--- config.mk ---
export PLATFORM = sky130hd
export DESIGN_NAME = alu_arbiter
export DESIGN_NICKNAME = d
export VERILOG_FILES = /design/src/rtl/alu_arb_pkg.sv /design/src/rtl/rr_arb2.sv /design/src/rtl/alu_arbiter.sv
export SDC_FILE = /design/constraint.sdc
export NUM_CORES = 1
export LEC_CHECK = 0
export CAP_MARGIN = 20
export CORE_ASPECT_RATIO = 1.1
export CORE_MARGIN = 10
export CORE_UTILIZATION = 35
export DETAILED_ROUTE_END_ITERATION = 10
export PLACE_DENSITY = 0.73
export SLEW_MARGIN = 20
export SYNTH_ARGS = -nofsm -noshare
export SYNTH_HDL_FRONTEND = slang
export SYNTH_SLANG_ARGS = --single-unit
--- constraint.sdc ---
create_clock -name clk -period 2.74 [get_ports clk]
set_input_delay 0.548 -clock clk [delete_from_list [all_inputs] [get_ports clk]]
set_output_delay 0.548 -clock clk [all_outputs]
set_load 0.02 [all_outputs]
--- src/rtl/alu_arb_pkg.sv ---
// Shared encodings and defaults for the two-requester ALU arbiter.
// The ALU itself owns the arithmetic; these values only describe its interface.
package alu_arb_pkg;

   localparam int DATA_WIDTH_DEF = 8;
   localparam int FLAG_WIDTH_DEF = 2;
   localparam int OF_BIT         = 1;

   typedef enum logic [1:0] {
      IDLE = 2'b00,
      EXEC = 2'b01,
      RESP = 2'b10
   } arb_state_t;

endpackage

--- src/rtl/rr_arb2.sv ---
// Two-way round-robin grant. The pointer remembers the most recent winner
// and only moves when a grant is actually taken.
module rr_arb2 #(
   parameter int INIT_PRIO = 0
) (
   input  logic       clk,
   input  logic       reset,
   input  logic [1:0] req,
   input  logic       advance,
   output logic [1:0] grant
);

   // Seeded as if the other requester won last, so INIT_PRIO takes the first tie.
   localparam logic LAST_INIT = (INIT_PRIO == 0) ? 1'b1 : 1'b0;

   logic last;

   always_ff @(posedge clk) begin
      if (!reset) begin
         last <= LAST_INIT;
      end else if (advance && (grant != 2'b00)) begin
         last <= grant[1];
      end
   end

   always_comb begin
      grant = 2'b00;
      case (req)
         2'b01:   grant = 2'b01;
         2'b10:   grant = 2'b10;
         2'b11:   grant = last ? 2'b01 : 2'b10;
         default: grant = 2'b00;
      endcase
   end

endmodule

--- src/rtl/alu_arbiter.sv ---
// Shares one ALU between the execute stage (requester 0) and the PC path
// (requester 1): registered operands out, registered result/flags back.
module alu_arbiter
   import alu_arb_pkg::*;
#(
   parameter int DATA_WIDTH = DATA_WIDTH_DEF,
   parameter int FLAG_WIDTH = FLAG_WIDTH_DEF,
   parameter int INIT_PRIO  = 0
) (
   input  logic                  clk,
   input  logic                  reset,
   input  logic                  req0,
   input  logic                  op0,
   input  logic [DATA_WIDTH-1:0] a0,
   input  logic [DATA_WIDTH-1:0] b0,
   input  logic                  req1,
   input  logic                  op1,
   input  logic [DATA_WIDTH-1:0] a1,
   input  logic [DATA_WIDTH-1:0] b1,
   output logic                  ack0,
   output logic                  ack1,
   output logic                  done0,
   output logic                  done1,
   output logic [DATA_WIDTH-1:0] rsp_result,
   output logic [FLAG_WIDTH-1:0] rsp_flags,
   output logic                  busy,
   output logic                  alu_op,
   output logic [DATA_WIDTH-1:0] alu_operand1,
   output logic [DATA_WIDTH-1:0] alu_operand2,
   input  logic [DATA_WIDTH-1:0] alu_result,
   input  logic [FLAG_WIDTH-1:0] alu_flags
);

   arb_state_t            state, state_n;
   logic [1:0]            grant;
   logic                  sel, sel_n;
   logic                  ack0_n, ack1_n, done0_n, done1_n;
   logic                  op_n;
   logic [DATA_WIDTH-1:0] opd1_n, opd2_n, res_n;
   logic [FLAG_WIDTH-1:0] flg_n;

   rr_arb2 #(.INIT_PRIO(INIT_PRIO)) u_rr (
      .clk     (clk),
      .reset   (reset),
      .req     ({req1, req0}),
      .advance (state == IDLE),
      .grant   (grant)
   );

   assign busy = (state != IDLE);

   always_comb begin
      state_n = state;
      sel_n   = sel;
      ack0_n  = 1'b0;
      ack1_n  = 1'b0;
      done0_n = 1'b0;
      done1_n = 1'b0;
      op_n    = alu_op;
      opd1_n  = alu_operand1;
      opd2_n  = alu_operand2;
      res_n   = rsp_result;
      flg_n   = rsp_flags;
      case (state)
         IDLE: begin
            if (grant[0]) begin
               ack0_n  = 1'b1;
               sel_n   = 1'b0;
               op_n    = op0;
               opd1_n  = a0;
               opd2_n  = b0;
               state_n = EXEC;
            end else if (grant[1]) begin
               ack1_n  = 1'b1;
               sel_n   = 1'b1;
               op_n    = op1;
               opd1_n  = a1;
               opd2_n  = b1;
               state_n = EXEC;
            end
         end
         EXEC: begin
            // ALU inputs have been stable for a full cycle; take its answer as-is.
            res_n   = alu_result;
            flg_n   = alu_flags;
            done0_n = ~sel;
            done1_n = sel;
            state_n = RESP;
         end
         RESP:    state_n = IDLE;
         default: state_n = IDLE;
      endcase
   end

   always_ff @(posedge clk) begin
      if (!reset) begin
         state        <= IDLE;
         sel          <= 1'b0;
         ack0         <= 1'b0;
         ack1         <= 1'b0;
         done0        <= 1'b0;
         done1        <= 1'b0;
         alu_op       <= 1'b0;
         alu_operand1 <= '0;
         alu_operand2 <= '0;
         rsp_result   <= '0;
         rsp_flags    <= '0;
      end else begin
         state        <= state_n;
         sel          <= sel_n;
         ack0         <= ack0_n;
         ack1         <= ack1_n;
         done0        <= done0_n;
         done1        <= done1_n;
         alu_op       <= op_n;
         alu_operand1 <= opd1_n;
         alu_operand2 <= opd2_n;
         rsp_result   <= res_n;
         rsp_flags    <= flg_n;
      end
   end

endmodule
# [Word level (Yosys, flattened, before mapping)]
# Index checks and enable logic that the tools add are counted.
[totals] memories=0 in_bits=48 romBits=0 latch_bits=0 ramBits=0 regBits=35
[classes] eq_ne=5 multipliers=0 bitwise_logic=3 shifts=0 reduce_logical=8 magnitude_cmp=0 mux=15 div_mod_pow=0 n_addsub=0
[ops] op="2-to-1 mux 8 bit" count=4
[ops] op="2-to-1 mux 1 bit" count=6
[ops] op="2-to-1 mux 2 bit" count=3
[ops] op="one-hot mux 2 bit (3 select lines)" count=1
[ops] op="AND reduction 2 bit" count=3
[ops] op="== test 2 x 1 -> 1 bit, second input constant" count=2
[ops] op="== test 2 bit, second input constant" count=2
[ops] op="one-hot mux 2 bit (2 select lines)" count=1
[ops] op="nonzero test 2 bit" count=2
[ops] op="!= test 3 bit, second input constant" count=1
[ops] op="NOT 1 bit" count=3
[ops] op="OR reduction 3 bit" count=1
[ops] op="zero test 2 bit" count=1
[ops] op="logical AND 1 bit" count=1

# [Longest topological paths before layout]
# Gate-level depths: netlist (run 1).
[logic_depth] depth_word=5 ltp_mapped=5 depth_no_buf=4

# [Cells and area by module]
# Synthesis (run 1) repeated with hierarchy kept, for this count alone.
[hier_totals] cells_unflattened=150 area_unflattened_um2=1461.4
[by_module_without_submodules] mod="alu_arbiter" area_per_inst_um2=1402.6 cells_per_inst=143 n_inst=1
[by_module_without_submodules] mod="rr_arb2" area_per_inst_um2=58.8 cells_per_inst=7 n_inst=1

# [Worst setup path before layout (run 1)]
# Ideal clock, no wire load.
[synth_timing] path_type="input port to flip-flop" startpoint="in req1" endpoint="reg alu_op" t_required_ns=2.618 slack_ns=1.426 stages=4 arrival_ns=1.192 path_buffers=1 cell_sequence="nand2b_1 > buf_4 > and3_1 > o311a_1"
[synth_via] elab_chain_len=4 elab_cells_between_ends=7 cone_classes="3 x eq/ne; 2 x mux; 2 x reduce/logical"
[synth_rtl] item="start: declaration" line="alu_arbiter.sv:16" text="input logic req1,"
[synth_rtl] item="== test 2 bit or == test 2 x 1 -> 1 bit (tied branches)" line="rr_arb2.sv:28" text="case (req)"
[synth_rtl] item="one-hot mux 2 bit (3 select lines) *" line="rr_arb2.sv:28"
[synth_rtl] item="nonzero test 2 bit"
[synth_rtl] item="AND reduction 2 bit (no source line)"
[synth_rtl] item="end signal: assignment" line="alu_arbiter.sv:115" text="alu_op <= op_n;"
[synth_rtl] item="end: declaration" line="alu_arbiter.sv:27" text="output logic alu_op,"
# Mark *: on every way between the ends. The rest lies on a longest branch, timed or not.
# A chain may end at the register's enable or synchronous reset.

# [Worst setup path after layout (run 1)]
[layout_timing] startpoint="reg state[0]" endpoint="out busy"
[layout_via] elab_chain_len=1
[layout_rtl] item="start: declaration" line="alu_arbiter.sv:34" text="arb_state_t state, state_n;"
[layout_rtl] item="start signal: assignment" line="alu_arbiter.sv:109" text="state <= state_n;"
[layout_rtl] item="nonzero test 2 bit" line="alu_arbiter.sv:50" text="assign busy = (state != IDLE);"
[layout_rtl] item="end: declaration" line="alu_arbiter.sv:26" text="output logic busy,"
# Every way passes these cells.

==> impl_metrics.csv, run 1 <==
group,metric,value,unit
pwr,clockPowerShare,36.7,%
route,vias_per_cell,5.06,
setup_path,crit_path_cell_trace,"nor2_4 > inv_2 > clkdlybuf4s50_1",
cells_and_area,drive_gt1_share,7.26,%
synth,synth-edff-count,0,
die,io_pins,80,
cells_and_area,syn_to_final_growth,63.9,%
sta,tightest_slew,0.768,ns
place,place_area,0.00230,mm^2
setup_path,critPathMaxStageDelay,0.63,ns
die,rows,24,
clock_network,cts_buffers,5,
setup_path,cp-end-kind,"output port",
global_routing,grt_antenna_before_repair,0,
setup_path,worstSetupPathType,"register to output port",
sta,final-max-slew-violation-count,0,
clock_network,cts.clk_slew.worst_paths,0.07,ns
setup_path,worstPathMaxFanout,7,
synth,synthFlopType,"dfxtp_1",
synth,ys_types,25,
synth,synth_top_area_share,47.1,%
setup_path,worstReg2RegStart,"state[0]$_SDFFE_PN0P_",
sta,maxSlewHeadroom,48.7,%
route,dr.pass1.iters,4,
route,first_iter_violations,45,
pwr,irDropWorstVdd,0.000516,V
place,port_buffers,79,
synth,seq_area_frac_synth,47.1,%
die,die_w,82.2,um
global_routing,grt_pass1_vias,1561,
pwr,pwr-share-seq,39.0,%
global_routing,grt_pass1_wl,7730,um
synth,ys.warnings.count,0,
pwr,switching_share,26.3,%
cells_and_area,fillers,372,
cells_and_area,design_area,0.00244,mm^2
synth,syn-cell-area,0.00149,mm^2
outcome,status,"complete, no violations",
die,dieArea,0.00726,mm^2
sta,fmax,484,MHz
sta,rsz0062_at_grt,"false",
synth,syn_avg_cell_area,8.70,um^2
setup_path,setup.worst_path.start,"state[0]$_SDFFE_PN0P_",
cells_and_area,num_antenna_cells,0,
cells_and_area,final_core_util,60.6,%
sta,hold_viol_final,0,
clock_network,cts.sinks,35,
route,avgRoutedWirePerCell,15.9,um
die,start_util,37.0,%
cells_and_area,nets,295,
place,post-place-ws,0.590,ns
clock_network,holdBufCountCts,0,
synth,async_reset_ff_share,0,%
job,maxCapViolCount,0,
synth,synth_fp_nets,219,
sta,finalSetupTns,0,ns
synth,synth_top_cells_by_area,"dfxtp_1, nand2_1, a32oi_1",
synth,syn_inst,171,
route,wl,4770,um
synth,synth_area_leader_cell,"dfxtp_1",
clock_network,insertion_delay,0.28,ns
pwr,leakage,0.000927,uW
sta,skew,0.00240,ns
route,drc,0,
setup_path,cp.required,2.19,ns
pwr,power_per_cell_area,621,mW/mm^2
clock_network,cts_tree,"done",
sta,setup_viol,0,
setup_path,crit_arrival,1.52,ns
pwr,p_comb_share,24.3,%
clock_network,clk_root_buffer_cell,"clkbuf_8",
route,vias,1519,
pwr,power.switching,398,uW
place,place_congestion,0.737,
setup_path,start_kind,"register",
clock_network,postCtsResizedCells,0,
sta,fin_crit,2.07,ns
hold_path,hold_start,"sel$_SDFFE_PN0P_",
setup_path,slowest_stage,"clkdlybuf4s50_1",
global_routing,grt_max_degree,17,
route,drtAntennaViolNets,0,
die,die_y,88.4,um
clock_network,post_cts_buffers,0,
clock_network,clockBufferDepth,2,
pwr,p_int,1120,uW
synth,synth.ff_latch_count,35,
hold_path,hp-class,"register to register",
global_routing,track_usage,13.4,%
place,dp_hpwl,3570,um
clock_network,htree_levels,2,
sta,final.setup.worst_slack,0.672,ns
sta,finalCritPeriodShare,75.5,%
die,core_area,0.00402,mm^2
global_routing,grt_overflow,0,
## power groups by stage
stage | Sequential, uW | Combinational [uW] | Clock (uW)
after CTS | 590 | 373 | 563
final | 590 | 368 | 555
after global placement | 600 | 371 | 0
after detailed placement | 601 | 372 | 0
after floorplan | 656 | 123 | 0
after global routing | 596 | 400 | 593
## layer usage
metal	global-route usage [%]	vias up	wire length [um]
met3	5.98	8	555
met2	20.4	73	2240
met1	15.8	680	1880
li1	-	758	-
met5	0	-	0
met4	6.19	0	88
## cell usage after synthesis (all sizes together), types with 2 or more instances
library cell and number:
nand2 37, a21boi 13, inv 3, o21ai 16, nand2b 2, nor2b 2
o21bai 3, and3 5, a32oi 14, dfxtp 35, buf 11, clkbuf 3
nand3 14, o311a 3, nor2 4
## placed cells by master (no fill, tap or decap), drive strengths merged
cell	synthesis	routed
clkdlybuf4s50	0	79
nand2	37	37
dfxtp	35	35
o21ai	16	16
nand3	14	14
a32oi	14	14
a21boi	13	13
and3	5	5
clkbuf	3	5
buf	11	4
nor2	4	4
o21bai	3	3
o311a	3	3
inv	3	3
nand2b	2	2
nor2b	2	2
bufinv	0	2
and2	1	1
nand3b	1	1
and2b	1	1
nor3	1	1
a21oi	1	1
o21ba	1	1
clkinvlp	0	1
## cell families after synthesis
kind of cell,count (synthesis),share of synthesized area (%)
AND/OR/NAND/NOR,68,22.6
buffers and inverters,17,5.55
AO/OA/AOI/OAI,51,24.7
flip-flops,35,47.1
## layout make-up
type                    instances  area (um^2)  share of cell area [%]
clock buffers                   5         68.8                    2.82
clock inverters                 3         67.6                    2.77
inverters                       3         11.3                   0.462
multi-input cells             119          704                    28.9
flip-flops and latches         35          701                    28.7
well taps                      52         65.1                    2.67
repair buffers                 83          821                    33.7
## through the flow
| stage | hold slack (ns) | instances | power [uW] |
|---|---|---|---|
| final | 0.445 | 300 | 1510 |
| after global routing | 0.470 | 300 | 1590 |
| after CTS | 0.445 | 300 | 1530 |
| after detailed placement | 0.437 | 292 | 973 |
| after global placement | 0.432 | 292 | 971 |
| after floorplan | 0.406 | 171 | 779 |
## final timing paths
| check | slack (ns) | cells after the start | end |
|---|---|---|---|
| min reg2reg | 0.45 | 1 | done0$_SDFF_PN0_ |
| max reg2reg | 1.28 | 3 | done0$_SDFF_PN0_ |
| min | 0.45 | 1 | done0$_SDFF_PN0_ |
| max | 0.67 | 3 | busy |
## worst max-delay path: cells and delay by family, from the launching register on
kind	cells	cell delay, ns
buf+inv	2	0.77
flops	1	0.39
simple gates	1	0.08
## state kept, by name, summed over array words and instances, names as in the netlist
name and cells:
alu_operand1 8, alu_operand2 8, rsp_result 8, rsp_flags 2, state 2, ack0 1, ack1 1, alu_op 1
done0 1, done1 1, sel 1, u_rr.last 1
No activity file was read; power rests on OpenSTA's default activity.
==> inputs of run 2 (changes only) <==
clock period = 2.04 ns   (was 2.74 ns; I/O delays follow)
==> run 2 against run 1 <==
Net effect: power is 17% higher; sequential cell count unchanged; utilization fell by 0.62 points; wire length is 1.3% lower; hold slack about the same; clock skew is 0.00064 ns higher; largest power group unchanged.
==> impl_metrics.csv, run 2 (synthesis gave the netlist of run 1 again) <==
group,metric,value,unit
place,port_buffers,79,
route,wl,4710,um
setup_path,crit_arrival,1.51,ns
clock_network,postCtsResizedCells,0,
cells_and_area,ff_latch_area,701,um^2
hold_path,min_path_cells,2,
die,dieArea,0.00726,mm^2
global_routing,grt_pass1_vias,1504,
global_routing,grt_antenna_before_repair,0,
route,drc,0,
sta,rsz0062_at_grt,"false",
cells_and_area,num_antenna_cells,0,
die,die_w,82.2,um
sta,fmax,522,MHz
setup_path,cp-end-kind,"output port",
global_routing,grt_overflow,0,
cells_and_area,syn_to_final_growth,62.2,%
pwr,power_per_cell_area,734,mW/mm^2
place,dp_hpwl,3500,um
sta,finalSetupTns,0,ns
clock_network,cts.sinks,35,
global_routing,grt_pass1_wl,7440,um
clock_network,cts.clk_slew.worst_paths,0.07,ns
pwr,leakage,0.000925,uW
hold_path,hold_start,"alu_operand2[6]$_SDFFE_PN0P_",
place,place_area,0.00233,mm^2
setup_path,worstPathMaxFanout,7,
die,die_y,88.4,um
route,first_iter_violations,45,
place,place_congestion,0.738,
sta,tightest_slew,0.401,ns
clock_network,holdBufCountCts,0,
setup_path,worstSetupPathType,"register to output port",
setup_path,path_delay_family,"buffers and inverters",
cells_and_area,nets,299,
route,vias_per_cell,4.96,
cells_and_area,multiInputGateArea,704,um^2
setup_path,path_buf_inv,2,
setup_path,slowest_stage,"clkdlybuf4s50_1",
sta,final-max-slew-violation-count,0,
clock_network,post_cts_buffers,0,
setup_path,cp.required,1.63,ns
clock_network,cts_tree,"done",
route,avgRoutedWirePerCell,15.5,um
hold_path,hp-class,"register to register",
sta,hold_viol_final,0,
sta,setup_viol,0,
clock_network,cts_buffers,5,
cells_and_area,final_cell_mix,"clkdlybuf4s50_1, nand2_1, dfxtp_1",
sta,finalCritPeriodShare,93.8,%
route,dr.pass1.iters,4,
clock_network,clk_root_buffer_cell,"clkbuf_8",
cells_and_area,final_common_cell,"clkdlybuf4s50_1",
cells_and_area,design_area,0.00241,mm^2
die,start_util,37.0,%
sta,skew,0.00305,ns
global_routing,grt_max_degree,17,
global_routing,track_usage,13.0,%
clock_network,htree_levels,2,
setup_path,r2r_cells,4,
outcome,status,"complete, no violations",
cells_and_area,fillers,381,
pwr,p_total,1770,uW
setup_path,crit_cells,3,
sta,fin_crit,1.91,ns
job,maxCapViolCount,0,
sta,maxSlewHeadroom,73.2,%
cells_and_area,final_core_util,60.0,%
clock_network,insertion_delay,0.28,ns
clock_network,clockBufferDepth,2,
die,io_pins,80,
pwr,irDropWorstVdd,0.000332,V
cells_and_area,largestRegisters,"alu_operand1: 8 flops, alu_operand2: 8 flops, rsp_result: 8 flops",
route,vias,1509,
die,core_area,0.00402,mm^2
setup_path,critPathMaxStageDelay,0.63,ns
setup_path,worstReg2RegStart,"state[0]$_SDFFE_PN0P_",
setup_path,start_kind,"register",
cells_and_area,drive_gt1_share,7.94,%
route,drtAntennaViolNets,0,
setup_path,setup.worst_path.start,"state[0]$_SDFFE_PN0P_",
die,rows,24,
setup_path,crit_path_cell_trace,"nor2_4 > inv_2 > clkdlybuf4s50_1",
==> run 2: metal layers <==
metal  vias to the layer above  global-route usage [%]  part of all wire, %
li1                        769                       -                    -
met4                         0                    3.87                  1.6
met2                        58                    20.6                   46
met3                         7                    7.10                   12
met1                       675                    14.7                   41
met5                         -                       0                    0
==> run 2: final cells by class <==
type	count	share of cell area, %
clock buffers	7	3.16
clock inverters	1	0.207
inverters	3	0.467
multi-input cells	119	29.2
flip-flops and latches	35	29.0
well taps	52	2.70
repair buffers	87	35.3
==> run 2: final timing paths <==
kind	to	slack, ns
worst max-delay path	busy	0.13
worst min-delay path	alu_operand2[6]$_SDFFE_PN0P_	0.44
worst max register to register	alu_operand1[1]$_SDFFE_PN0P_	0.76
worst min register to register	alu_operand2[6]$_SDFFE_PN0P_	0.44
==> run 2: through the flow <==
step / setup slack (ns) / cells / hold slack (ns)
floorplan: 0.866 / 171 / 0.406
global placement: 0.296 / 296 / 0.431
detailed placement: 0.262 / 296 / 0.438
CTS: 0.108 / 304 / 0.447
global route: 0.0418 / 304 / 0.469
finish: 0.126 / 304 / 0.445
==> run 2: report_power, final <==
group	total (uW)	internal, uW	leakage (uW)	switching [uW]
clock	477	239	0.0000422	238
sequential	791	755	0.000289	35.9
combinational	504	262	0.000594	242
==> run 2: tightest hold or removal path, stage by stage (launching register included) <==
cell and delay [ns]:
dfxtp_1 0.31, nand2_1 0.05, a32oi_1 0.04
